==> src/rtl/native_burst_splitter.sv <==
// Splits a native multi-burst request into one protocol command per BL16 burst,
// emitting incrementing addresses and a per-request sequence index.
module native_burst_splitter #(
   parameter int unsigned ADDR_W      = 32,
   parameter int unsigned LEN_W       = 8,
   parameter int unsigned BURST_BYTES = 32
) (
   input  logic              clk,
   input  logic              rst_n,
   input  logic              enable,
   input  logic              req_valid_i,
   output logic              req_ready_o,
   input  logic              req_we_i,
   input  logic [ADDR_W-1:0] req_addr_i,
   input  logic [LEN_W-1:0]  req_len_i,
   output logic              prot_valid_o,
   input  logic              prot_ready_i,
   output logic              prot_we_o,
   output logic [ADDR_W-1:0] prot_addr_o,
   output logic [LEN_W-1:0]  prot_seq_o,
   output logic              prot_last_o,
   output logic              busy_o
);

   localparam logic [ADDR_W-1:0] OFS_MASK = ADDR_W'(BURST_BYTES - 1);
   localparam logic [ADDR_W-1:0] STEP     = ADDR_W'(BURST_BYTES);

   typedef enum logic {
      IDLE  = 1'b0,
      SPLIT = 1'b1
   } state_e;

   state_e            state_q, state_d;
   logic              we_q, we_d;
   logic [ADDR_W-1:0] addr_q, addr_d;
   logic [LEN_W-1:0]  seq_q, seq_d;
   logic [LEN_W-1:0]  len_q, len_d;
   logic              last_q, last_d;
   logic              accept;

   // Ready is forced low during reset even though the state register already reads IDLE.
   assign req_ready_o = rst_n & enable & (state_q == IDLE);
   assign accept      = req_valid_i & req_ready_o;

   always_comb begin
      state_d = state_q;
      we_d    = we_q;
      addr_d  = addr_q;
      seq_d   = seq_q;
      len_d   = len_q;
      last_d  = last_q;
      case (state_q)
         IDLE: begin
            if (accept) begin
               state_d = SPLIT;
               we_d    = req_we_i;
               addr_d  = req_addr_i & ~OFS_MASK;
               seq_d   = '0;
               len_d   = req_len_i;
               last_d  = (req_len_i == '0);
            end
         end
         SPLIT: begin
            if (prot_ready_i) begin
               if (last_q) begin
                  state_d = IDLE;
               end else begin
                  // Address wraps naturally at 2^ADDR_W.
                  addr_d = addr_q + STEP;
                  seq_d  = seq_q + LEN_W'(1);
                  last_d = ((seq_q + LEN_W'(1)) == len_q);
               end
            end
         end
         default: state_d = IDLE;
      endcase
   end

   always_ff @(posedge clk or negedge rst_n) begin
      if (!rst_n) begin
         state_q <= IDLE;
         we_q    <= 1'b0;
         addr_q  <= '0;
         seq_q   <= '0;
         len_q   <= '0;
         last_q  <= 1'b0;
      end else begin
         state_q <= state_d;
         we_q    <= we_d;
         addr_q  <= addr_d;
         seq_q   <= seq_d;
         len_q   <= len_d;
         last_q  <= last_d;
      end
   end

   assign prot_valid_o = (state_q == SPLIT);
   assign busy_o       = (state_q == SPLIT);
   assign prot_we_o    = we_q;
   assign prot_addr_o  = addr_q;
   assign prot_seq_o   = seq_q;
   assign prot_last_o  = last_q;

endmodule
==> config.mk <==
export PLATFORM = sky130hd
export DESIGN_NAME = native_burst_splitter
export DESIGN_NICKNAME = d
export VERILOG_FILES = /design/src/rtl/native_burst_splitter.sv
export SDC_FILE = /design/constraint.sdc
export NUM_CORES = 1
export LEC_CHECK = 0
export CAP_MARGIN = 0
export CORE_MARGIN = 3
export CORE_UTILIZATION = 50
export DETAILED_ROUTE_END_ITERATION = 7
export GPL_ROUTABILITY_DRIVEN = 0
export PLACE_DENSITY_LB_ADDON = 0.2
export REMOVE_ABC_BUFFERS = 1
export SLEW_MARGIN = 30
export SYNTH_ARGS = -nofsm -noshare
export SYNTH_HDL_FRONTEND = slang
export SYNTH_SLANG_ARGS = --single-unit
==> constraint.sdc <==
create_clock -name clk -period 2.9 [get_ports clk]
set_clock_uncertainty 0.1 [all_clocks]
set_input_delay 0.58 -clock clk [delete_from_list [all_inputs] [get_ports clk]]
set_output_delay 0.58 -clock clk [all_outputs]
set_load 0.01 [all_outputs]
# Word-level counts from Yosys, hierarchy flattened
# Index checks and enable logic that the tools add are counted.
[classes] n_bitwise=4 eq_ne=4 reduce_logical=4 n_addsub=2 mux=16
[ops] cell="$mux 32" n=3
[ops] cell="$pmux 32 s2" n=1
[ops] cell="$add 32x6->32 const B" n=1
[ops] cell="$mux 8" n=3
[ops] cell="$pmux 8 s2" n=1
[ops] cell="$add 8x1->8 const B" n=1
[ops] cell="$eq 8x8->1" n=1
[ops] cell="$logic_not 8->1" n=1
[ops] cell="$mux 1" n=6
[ops] cell="$ne 2x2->1 const B" n=3
[ops] cell="$pmux 1 s2" n=2
[ops] cell="$reduce_and 2->1" n=2
[ops] cell="$and 1x1->1" n=3
[ops] cell="$reduce_and 3->1" n=1
[ops] cell="$not 1->1" n=1
[totals] ff_bits=51 word_cells=36 out_inout_bits=45 inputBits=46

# Logic depth before layout (Yosys ltp)
# Gate-level depths: netlist (run 1).
[depth] depth_word=5 depth_mapped=7 depth_no_buf=6

# Least setup slack after synthesis (run 1)
# No wires, ideal clock.
[synth_path] kind="register -> register" startpoint="reg addr_q[5] (netlist: prot_addr_o[5])" endpoint="reg addr_q[29] (netlist: prot_addr_o[29])" arrival_ns=1.638 setup_slack_ns=1.031 stages_incl_launch_ff=7 n_path_buf=0 setup_ns=0.131 cell_sequence="dfrtp_1 ha_1 nand3_1 nor2_4 nand4_1 and3_1 or3_1"
[synth_between] elab_chain_cells=4
[synth_rtl] item="start, declared" line="35" rtl="logic [ADDR_W-1:0] addr_q, addr_d;"
[synth_rtl] item="start signal, assigned" line="90" rtl="addr_q <= addr_d;"
[synth_rtl] item="$add 32x6->32" line="69" rtl="addr_d = addr_q + STEP;"
[synth_rtl] item="$mux 32" line="65" rtl="if (last_q) begin"
[synth_rtl] item="$mux 32" line="64" rtl="if (prot_ready_i) begin"
[synth_rtl] item="$pmux 32 s2" line="52" rtl="case (state_q)"
# No other way between the ends. The select of a mux whose other input is x is not followed.
# A chain may end at the register's enable or synchronous reset.

# Worst setup path after layout (run 1)
[layout_path] startpoint="in enable" endpoint="out req_ready_o"
[layout_between] elab_chain_cells=2
[layout_rtl] item="start, declared" line="10" rtl="input logic enable,"
[layout_rtl] item="$and 1x1->1 (2 in a row)" line="42" rtl="assign req_ready_o = rst_n & enable & (state_q == IDLE);"
[layout_rtl] item="end, declared" line="12" rtl="output logic req_ready_o,"
# No other way between the ends.

==> flow_metrics.tcl, run 1 <==
set metrics [dict create \
    worstMarginPinSlew_ns 0.608 \
    routedWlPerCell_um 15.3 \
    ctsResizeCount 0 \
    drc_errors 0 \
    antenna_found_initial 0 \
    regToRegStartpoint "prot_addr_o[15]" \
    synth_commonest_cells "dfrtp_1 (46), a21oi_1 (37), nand2_1 (37), o21ai_0 (29), nand3_1 (21)" \
    path_clk_slew_ns 0.09 \
    cts_buffer_depth 2 \
    synth_top_area_cell "dfrtp_1" \
    place_ws_ns 0.332 \
    postSynth.asyncResetShare_pct 100 \
    insertion_delay_ns 0.30 \
    cts-root-buf "clkbuf_8" \
    hold_viol 0 \
    numCtsBuffers 5 \
    rsz0062_at_grt "false" \
    wirelength_um 7130 \
    status "finished, final reports clean" \
    cts_max_level 2 \
    nets 443 \
    rows 26 \
    cts_hold_buf 0 \
    design_area_um2 3710 \
    seqCellArea_um2 1150 \
    stdcell_count 466 \
    diodes 0 \
    die_w_um 80.6 \
    synth_cell_types 47 \
    synthCells 320 \
    setup_viol 0 \
    start_util_pct 53.1 \
    end_kind "output pin" \
    crit_fanout 2 \
    final-max-slew-violation-count 0 \
    hp-class "in -> async" \
    area_delta_synth_final_pct 33.5 \
    holdWs_ns 0.197 \
    cp.arrival_ns 1.79 \
    clock.fmax_mhz 405 \
    multi_input_area_um2 1500 \
    grt_start_max_net_pins 63 \
    reg2reg_depth 5 \
    synth-seq-cells 46 \
    syn_area_um2 2780 \
    port_buffers 80 \
    core_um2 5240 \
    utilization_pct 70.9 \
    die_h_um 80.6 \
    die_area_um2 6490 \
    synth_edf_count 0 \
    drive_gt1_share_pct 8.33 \
    power.leakage_uw 0.00146 \
    drv_cap 0 \
    drt_pass1_iterations 5 \
    required_ns 2.22 \
    setup_ws_ns 0.430 \
    drt_iter0_drc 146 \
    min_period_ns 2.47 \
    slew_headroom_pct 59.3 \
    vdd_drop_max_mv 0.557 \
    synth_top_cell_area_share_pct 41.4 \
    numPlacedInstances 458 \
    track_usage_pct 23.1 \
    numClockSinks 46 \
    ys_seq_area_share_pct 41.4 \
    synth_area_leaders "dfrtp_1 (41%), a21oi_1 (6.7%), o21ai_0 (5.2%)" \
    finalCritPeriodShare_pct 85.2 \
    cts_tree "yes" \
    hpwl_um 5190 \
    via_per_inst 5.93 \
    ios 91 \
    cp-start-kind "primary input" \
    post-cts-setup-buffers 0 \
    crit_type "in -> out" \
    grt_overflow 0 \
    ant_nets 0 \
    yosysMostFrequentCell "dfrtp_1" \
    syn_area_per_cell_um2 8.69 \
    num_vias 2762 \
    ys.flop_type "dfrtp_1" \
    fill_cells 436 \
    place_area_um2 3620 \
    grt_pass1_vias 2519 \
    ys_warn_count 0 \
    reg2reg_to "prot_addr_o[29]" \
    rrSetupSlack_ns 0.78 \
    grt_pass1_wl_um 11800 \
    power_density_nw_per_um2 935 \
]
kinds of logic after synthesis:
group                    after synthesis  share of synthesized area, %
AND/OR/NAND/NOR                      116                          22.4
AO/OA/AOI/OAI                        101                          21.4
flip-flops                            46                          41.4
buffers and inverters                 30                          5.22
multiplexers                          13                          5.09
XOR/XNOR                              11                          3.47
adder cells (fa/ha/maj)                2                         0.900
other                                  1                         0.135
placed cells by master, fill, tap and decap left out, drive strengths merged, types with 2 or more instances in the layout:
cell,n
nand4,11
a2bb2oi,3
a21oi,37
inv,5
nand2b,2
o32ai,2
clkdlybuf4s50,79
o2bb2a,2
clkbuf,7
o31ai,3
and2,2
nor4,3
nor3b,2
mux2,9
nor3,6
xnor2,8
nor2b,3
mux2i,4
nor2,12
o21ai,29
dfrtp,46
conb,5
a31o,3
and4,2
buf,10
or3,3
xor2,3
nand3b,3
a22o,2
nand2,37
o22ai,15
ha,2
nand3,21
and3,6
state kept, by name (all words and copies together) (netlist names):
register / cells
busy_o: 1
len_q: 8
prot_we_o: 1
prot_addr_o: 27
prot_last_o: 1
prot_seq_o: 8
final cells by class:
class	instances	area share (%)
clock inverter	1	0.135
clock buffer	7	2.33
tap	70	2.36
sequential	46	31.0
multi-input combinational	248	40.4
timing repair buffer	89	23.3
inverter	5	0.506
metal layers:
metal	vias to the layer above	routed length (µm)	global-route usage [%]
met3	7	433	4.15
met5	-	0	0
li1	1328	-	-
met2	93	3480	37.7
met1	1334	3150	31.3
met4	0	71	6.42
metrics by stage:
stage,setup TNS (ns),power (µW)
2_1_floorplan,-11.30,2250
4_1_cts,0,3490
6_report,0,3470
5_1_grt,0,3760
3_5_place_dp,0,3080
3_3_place_gp,0,3010
worst max-delay path, stage by stage:
cell	delay, ns
clkdlybuf4s50_1	0.48
nand2_1	0.05
nor2_1	0.11
clkdlybuf4s50_1	0.56
power breakdown:
part | switching, µW | internal [µW] | leakage (µW) | total (µW)
clock network | 216 | 193 | 0.0000482 | 408
registers | 374 | 914 | 0.000546 | 1290
logic | 848 | 927 | 0.000869 | 1780
how the worst max path moves through the flow:
stage / from / to / slack [ns] / cells after the start
final: enable / req_ready_o / 0.43 / 4
after global routing: enable / req_ready_o / 0.36 / 4
after global placement: prot_ready_i / prot_addr_o[15] / 0.36 / 6
after detailed placement: prot_ready_i / prot_addr_o[15] / 0.33 / 6
after floorplan: busy_o / prot_addr_o[29] / -0.65 / 5
after CTS: enable / req_ready_o / 0.42 / 4
Note: power is estimated with default switching activity, not from simulation.
==> inputs of run 2 (changes only) <==
--- a/config.mk
+++ b/config.mk
@@ -6,7 +6,7 @@
 export NUM_CORES = 1
 export LEC_CHECK = 0
 export CAP_MARGIN = 0
-export CORE_MARGIN = 3
+export CORE_MARGIN = 10
 export CORE_UTILIZATION = 50
 export DETAILED_ROUTE_END_ITERATION = 7
 export GPL_ROUTABILITY_DRIVEN = 0
==> run 2 against run 1 <==
- clock power rose by 1%
- routed wire length up 11%
- via count is 0.18% lower
- sequential share of layout area is essentially flat
- sequential power hardly changed
- core utilization is 2.6 points lower
- design area about the same
- register-to-register slack worse by 0.03 ns
- critical path type unchanged
- critical endpoint unchanged
- largest cell class unchanged
==> flow_metrics.tcl, run 2 (synthesized netlist as in run 1, its figures left out) <==
set metrics [dict create \
    status "finished, final reports clean" \
    slew_headroom_pct 57.5 \
    die_area_um2 8940 \
    crit_type "in -> out" \
    cp.buffers_inverters 2 \
    cp_top_family "buffers and inverters" \
    core_um2 5440 \
    numCtsBuffers 5 \
    antenna_found_initial 0 \
    crit_top_cell "clkdlybuf4s50_1" \
    end_kind "output pin" \
    final-max-slew-violation-count 0 \
    grt_pass1_wl_um 12800 \
    num_vias 2757 \
    cp.arrival_ns 1.80 \
    cp-start-kind "primary input" \
    drt_iter0_drc 121 \
    clock.fmax_mhz 403 \
    port_buffers 80 \
    drc_errors 0 \
    rsz0062_at_grt "false" \
    slowest_stage "clkdlybuf4s50_1" \
    largest_reg_flops 27 \
    ant_nets 0 \
    nets 443 \
    cts_hold_buf 0 \
    utilization_pct 68.3 \
    start_util_pct 51.1 \
    path_clk_slew_ns 0.09 \
    ctsResizeCount 0 \
    grt_overflow 0 \
    cts-root-buf "clkbuf_8" \
    post-cts-setup-buffers 0 \
    fill_cells 468 \
    rows 27 \
    drv_cap 0 \
    critical-path-max-stage-delay_ns 0.56 \
    via_per_inst 5.89 \
    drt_pass1_iterations 5 \
    drive_gt1_share_pct 8.33 \
    hp-class "in -> async" \
    hold_viol 0 \
    cts_tree "yes" \
    worstMarginPinSlew_ns 0.634 \
    power_density_nw_per_um2 938 \
    min_period_ns 2.48 \
    routedWlPerCell_um 16.9 \
    insertion_delay_ns 0.30 \
    die_h_um 94.6 \
    holdWs_ns 0.181 \
    numClockSinks 46 \
    cp_cell_sequence "clkdlybuf4s50_1 -> nand2_1 -> nor2_1 -> clkdlybuf4s50_1" \
    cts_max_level 2 \
    die_w_um 94.6 \
    crit_fanout 2 \
    setup_viol 0 \
    power.leakage_uw 0.00146 \
    required_ns 2.22 \
    wirelength_um 7930 \
    ios 91 \
    finalCritPeriodShare_pct 85.7 \
    hpwl_um 5840 \
    totalPowerFinal_uw 3490 \
    area_delta_synth_final_pct 33.6 \
    grt_pass1_vias 2636 \
    diodes 0 \
    layout_common_cells "clkdlybuf4s50_1 (79), dfrtp_1 (45), nand2_1 (37), a21oi_1 (37), o21ai_0 (29)" \
    grt_start_max_net_pins 56 \
    vdd_drop_max_mv 0.476 \
    cts_buffer_depth 2 \
    track_usage_pct 17.6 \
    final_common_cell "clkdlybuf4s50_1" \
]
==> run 2: final timing paths <==
| check | start | end | slack, ns | cells after the start |
|---|---|---|---|---|
| min | rst_n | prot_addr_o[11] | 0.18 | 2 |
| max in group asynchronous | rst_n | busy_o | 2.17 | 2 |
| max | enable | req_ready_o | 0.42 | 4 |
| min reg2reg | prot_we_o | prot_we_o | 0.42 | 1 |
| min in group clk | prot_we_o | prot_we_o | 0.42 | 1 |
| max reg2reg | prot_addr_o[15] | prot_addr_o[29] | 0.75 | 5 |
==> run 2: layout make-up <==
class / count / area, µm² / area share [%]
inverters: 5 / 18.8 / 0.505
multi-input cells: 248 / 1500 / 40.4
clock buffers: 7 / 86.3 / 2.32
repair buffers: 89 / 863 / 23.2
flip-flops and latches: 46 / 1150 / 31.0
clock inverters: 1 / 5.00 / 0.135
well taps: 72 / 90.1 / 2.43
==> run 2: worst reg2reg max path, stage by stage (launching register included) <==
cell     delay, ns
dfrtp_1       0.50
nand4_4       0.18
nor3_4        0.50
nand4_1       0.19
and3_1        0.22
or3_1         0.35
==> run 2: where the power goes <==
group          switching, µW  internal [µW]  leakage, µW
Clock                    219            193    0.0000482
Combinational            849            922     0.000868
Sequential               389            913     0.000546
Total                   1460           2030      0.00146
==> run 2: metal layers <==
layer | global-route usage (%) | wire [µm] | share of wire, %
met5 | 0 | 0 | 0
met4 | 4.99 | 74 | 0.93
met3 | 5.15 | 593 | 7.5
met2 | 29.6 | 3910 | 49
met1 | 21.3 | 3360 | 42
==> run 2: through the flow <==
step / cells / setup TNS (ns) / setup slack, ns / cell area (µm²)
after global routing: 468 / 0 / 0.370 / 3710
final: 468 / 0 / 0.416 / 3710
after CTS: 468 / 0 / 0.413 / 3710
after detailed placement: 460 / 0 / 0.371 / 3620
after global placement: 460 / 0 / 0.421 / 3620
after floorplan: 299 / -11.30 / -0.646 / 2670
==> inputs of run 3 (changes only) <==
--- a/config.mk
+++ b/config.mk
@@ -10,7 +10,9 @@
 export CORE_UTILIZATION = 50
 export DETAILED_ROUTE_END_ITERATION = 7
 export GPL_ROUTABILITY_DRIVEN = 0
+export HOLD_SLACK_MARGIN = 0.15
 export PLACE_DENSITY_LB_ADDON = 0.2
+export RECOVER_POWER = 100
 export REMOVE_ABC_BUFFERS = 1
 export SLEW_MARGIN = 30
 export SYNTH_ARGS = -nofsm -noshare
==> run 3 against run 2 <==
- the flow now finishes with violations (max-capacitance violations, max-slew violations)
- combinational power fell by 5%
- sequential power barely moved
- via count rose by 0.54%
- critical endpoint unchanged
==> flow_metrics.tcl, run 3 (synthesized netlist as in run 1, its figures left out) <==
set metrics [dict create \
    core_um2 5440 \
    startpoint "enable" \
    place_ws_ns 0.371 \
    ant_nets 0 \
    numClockSinks 46 \
    antenna_found_initial 0 \
    clock.fmax_mhz 382 \
    rsz0062_at_grt "false" \
    die_area_um2 8940 \
    crit_fanout 2 \
    power.leakage_uw 0.00147 \
    violations "max-capacitance violations, max-slew violations" \
    min_period_ns 2.62 \
    port_buffers 80 \
    p_comb_share_pct 49.5 \
    required_ns 2.22 \
    crit_type "in -> out" \
    drt_pass1_iterations 4 \
    reg2reg_to "prot_addr_o[27]" \
    regToRegStartpoint "busy_o" \
    cts-root-buf "clkbuf_8" \
    status "finished, violations left" \
    reg2reg_depth 6 \
    die_w_um 94.6 \
    holdWs_ns 0.432 \
    area_delta_synth_final_pct 32.6 \
    start_util_pct 51.1 \
    layout_common_cells "dfrtp_1 (46), dlygate4sd3_1 (40), clkdlybuf4s50_1 (39)" \
    via_per_inst 5.92 \
    hpwl_um 5840 \
    drt_iter0_drc 143 \
    setup_viol 0 \
    setup_ws_ns 0.279 \
    worstMarginPinSlew_ns 1.59 \
    grt_pass1_vias 2636 \
    wirelength_um 7920 \
    ctsResizeCount 0 \
    cts_max_level 2 \
    swShare_pct 43.0 \
    cp-start-kind "primary input" \
    drc_errors 0 \
    grt_use_met3_pct 5.15 \
    numCtsBuffers 5 \
    drv_cap 1 \
    cts_buffer_depth 2 \
    rrSetupSlack_ns 0.48 \
    rows 27 \
    post-cts-setup-buffers 0 \
    pwr-share-seq_pct 38.2 \
    power_density_nw_per_um2 918 \
    end_kind "output pin" \
    busiest_layer "met2" \
    p_sw_uw 1450 \
    grt_pass1_wl_um 12800 \
    track_usage_pct 17.6 \
    slew_headroom_pct -6.19 \
    p_int_uw 1930 \
    grt_overflow 0 \
    final_common_cell "dfrtp_1" \
    path_clk_slew_ns 0.08 \
    largest_reg_flops 27 \
    cp.arrival_ns 1.94 \
    grt_use_met1_pct 21.3 \
    cts_hold_buf 0 \
    crit_end "req_ready_o" \
    cts_tree "yes" \
    nets 443 \
    ios 91 \
    use_met2_pct 29.6 \
    insertion_delay_ns 0.31 \
    final-max-slew-violation-count 30 \
    fill_cells 478 \
    num_vias 2772 \
    diodes 0 \
    grt_start_max_net_pins 56 \
    routedWlPerCell_um 16.9 \
    die_h_um 94.6 \
    hold_viol 0 \
    hp-class "reg -> reg" \
    drive_gt1_share_pct 6.31 \
    finalCritPeriodShare_pct 90.4 \
    vdd_drop_max_mv 0.475 \
    tns_ns 0 \
    pwr-share-clk_pct 12.3 \
]
run 3: cell types whose count changed in the layout (fill, tap and decap cells not counted), moves of 7 or more:
cell	change
buf_4	-7
clkbuf_1	+7
clkdlybuf4s50_1	-40
dlygate4sd3_1	+40
run 3: area by class of cell:
cell class / instances / area, µm² / area share, %
multi-input combinational: 248 / 1500 / 40.7
sequential: 46 / 1150 / 31.2
timing repair buffer: 89 / 837 / 22.7
tap: 72 / 90.1 / 2.44
clock buffer: 7 / 86.3 / 2.34
inverter: 5 / 18.8 / 0.509
clock inverter: 1 / 5.00 / 0.136
run 3: critical path: stages:
cell and delay, ns:
dlygate4sd3_1 0.56, nand2_1 0.06, nor2_1 0.12, dlygate4sd3_1 0.63
run 3: through the flow:
stage	power (µW)	std cells	cell area (µm²)	utilization, %
finish	3380	468	3690	67.8
global placement	3030	460	3620	66.6
floorplan	2250	299	2670	-
global route	3660	468	3690	67.8
CTS	3510	468	3710	68.3
detailed placement	3090	460	3620	66.6
run 3: how the worst min path moves through the flow:
stage,startpoint,end,slack (ns),depth (start not counted)
final,prot_we_o,prot_we_o,0.43,1
after global routing,prot_we_o,prot_we_o,0.43,1
after CTS,rst_n,prot_addr_o[11],0.17,2
after detailed placement,prot_we_o,prot_we_o,0.40,1
after global placement,prot_we_o,prot_we_o,0.39,1
after floorplan,rst_n,busy_o,0.18,0
run 3: power by group through the flow:
| stage | Clock, µW | Combinational (µW) | Sequential, µW |
|---|---|---|---|
| after CTS | 425 | 1790 | 1300 |
| final | 415 | 1680 | 1290 |
| after floorplan | 0 | 858 | 1390 |
| after global placement | 0 | 1740 | 1290 |
| after detailed placement | 0 | 1780 | 1310 |
| after global routing | 448 | 1860 | 1350 |
run 3: layer usage:
layer	share of wire (%)	vias to the layer above
met2	49	94
met5	0	-
met1	43	1344
met3	7.4	8
li1	-	1326
met4	1.1	0
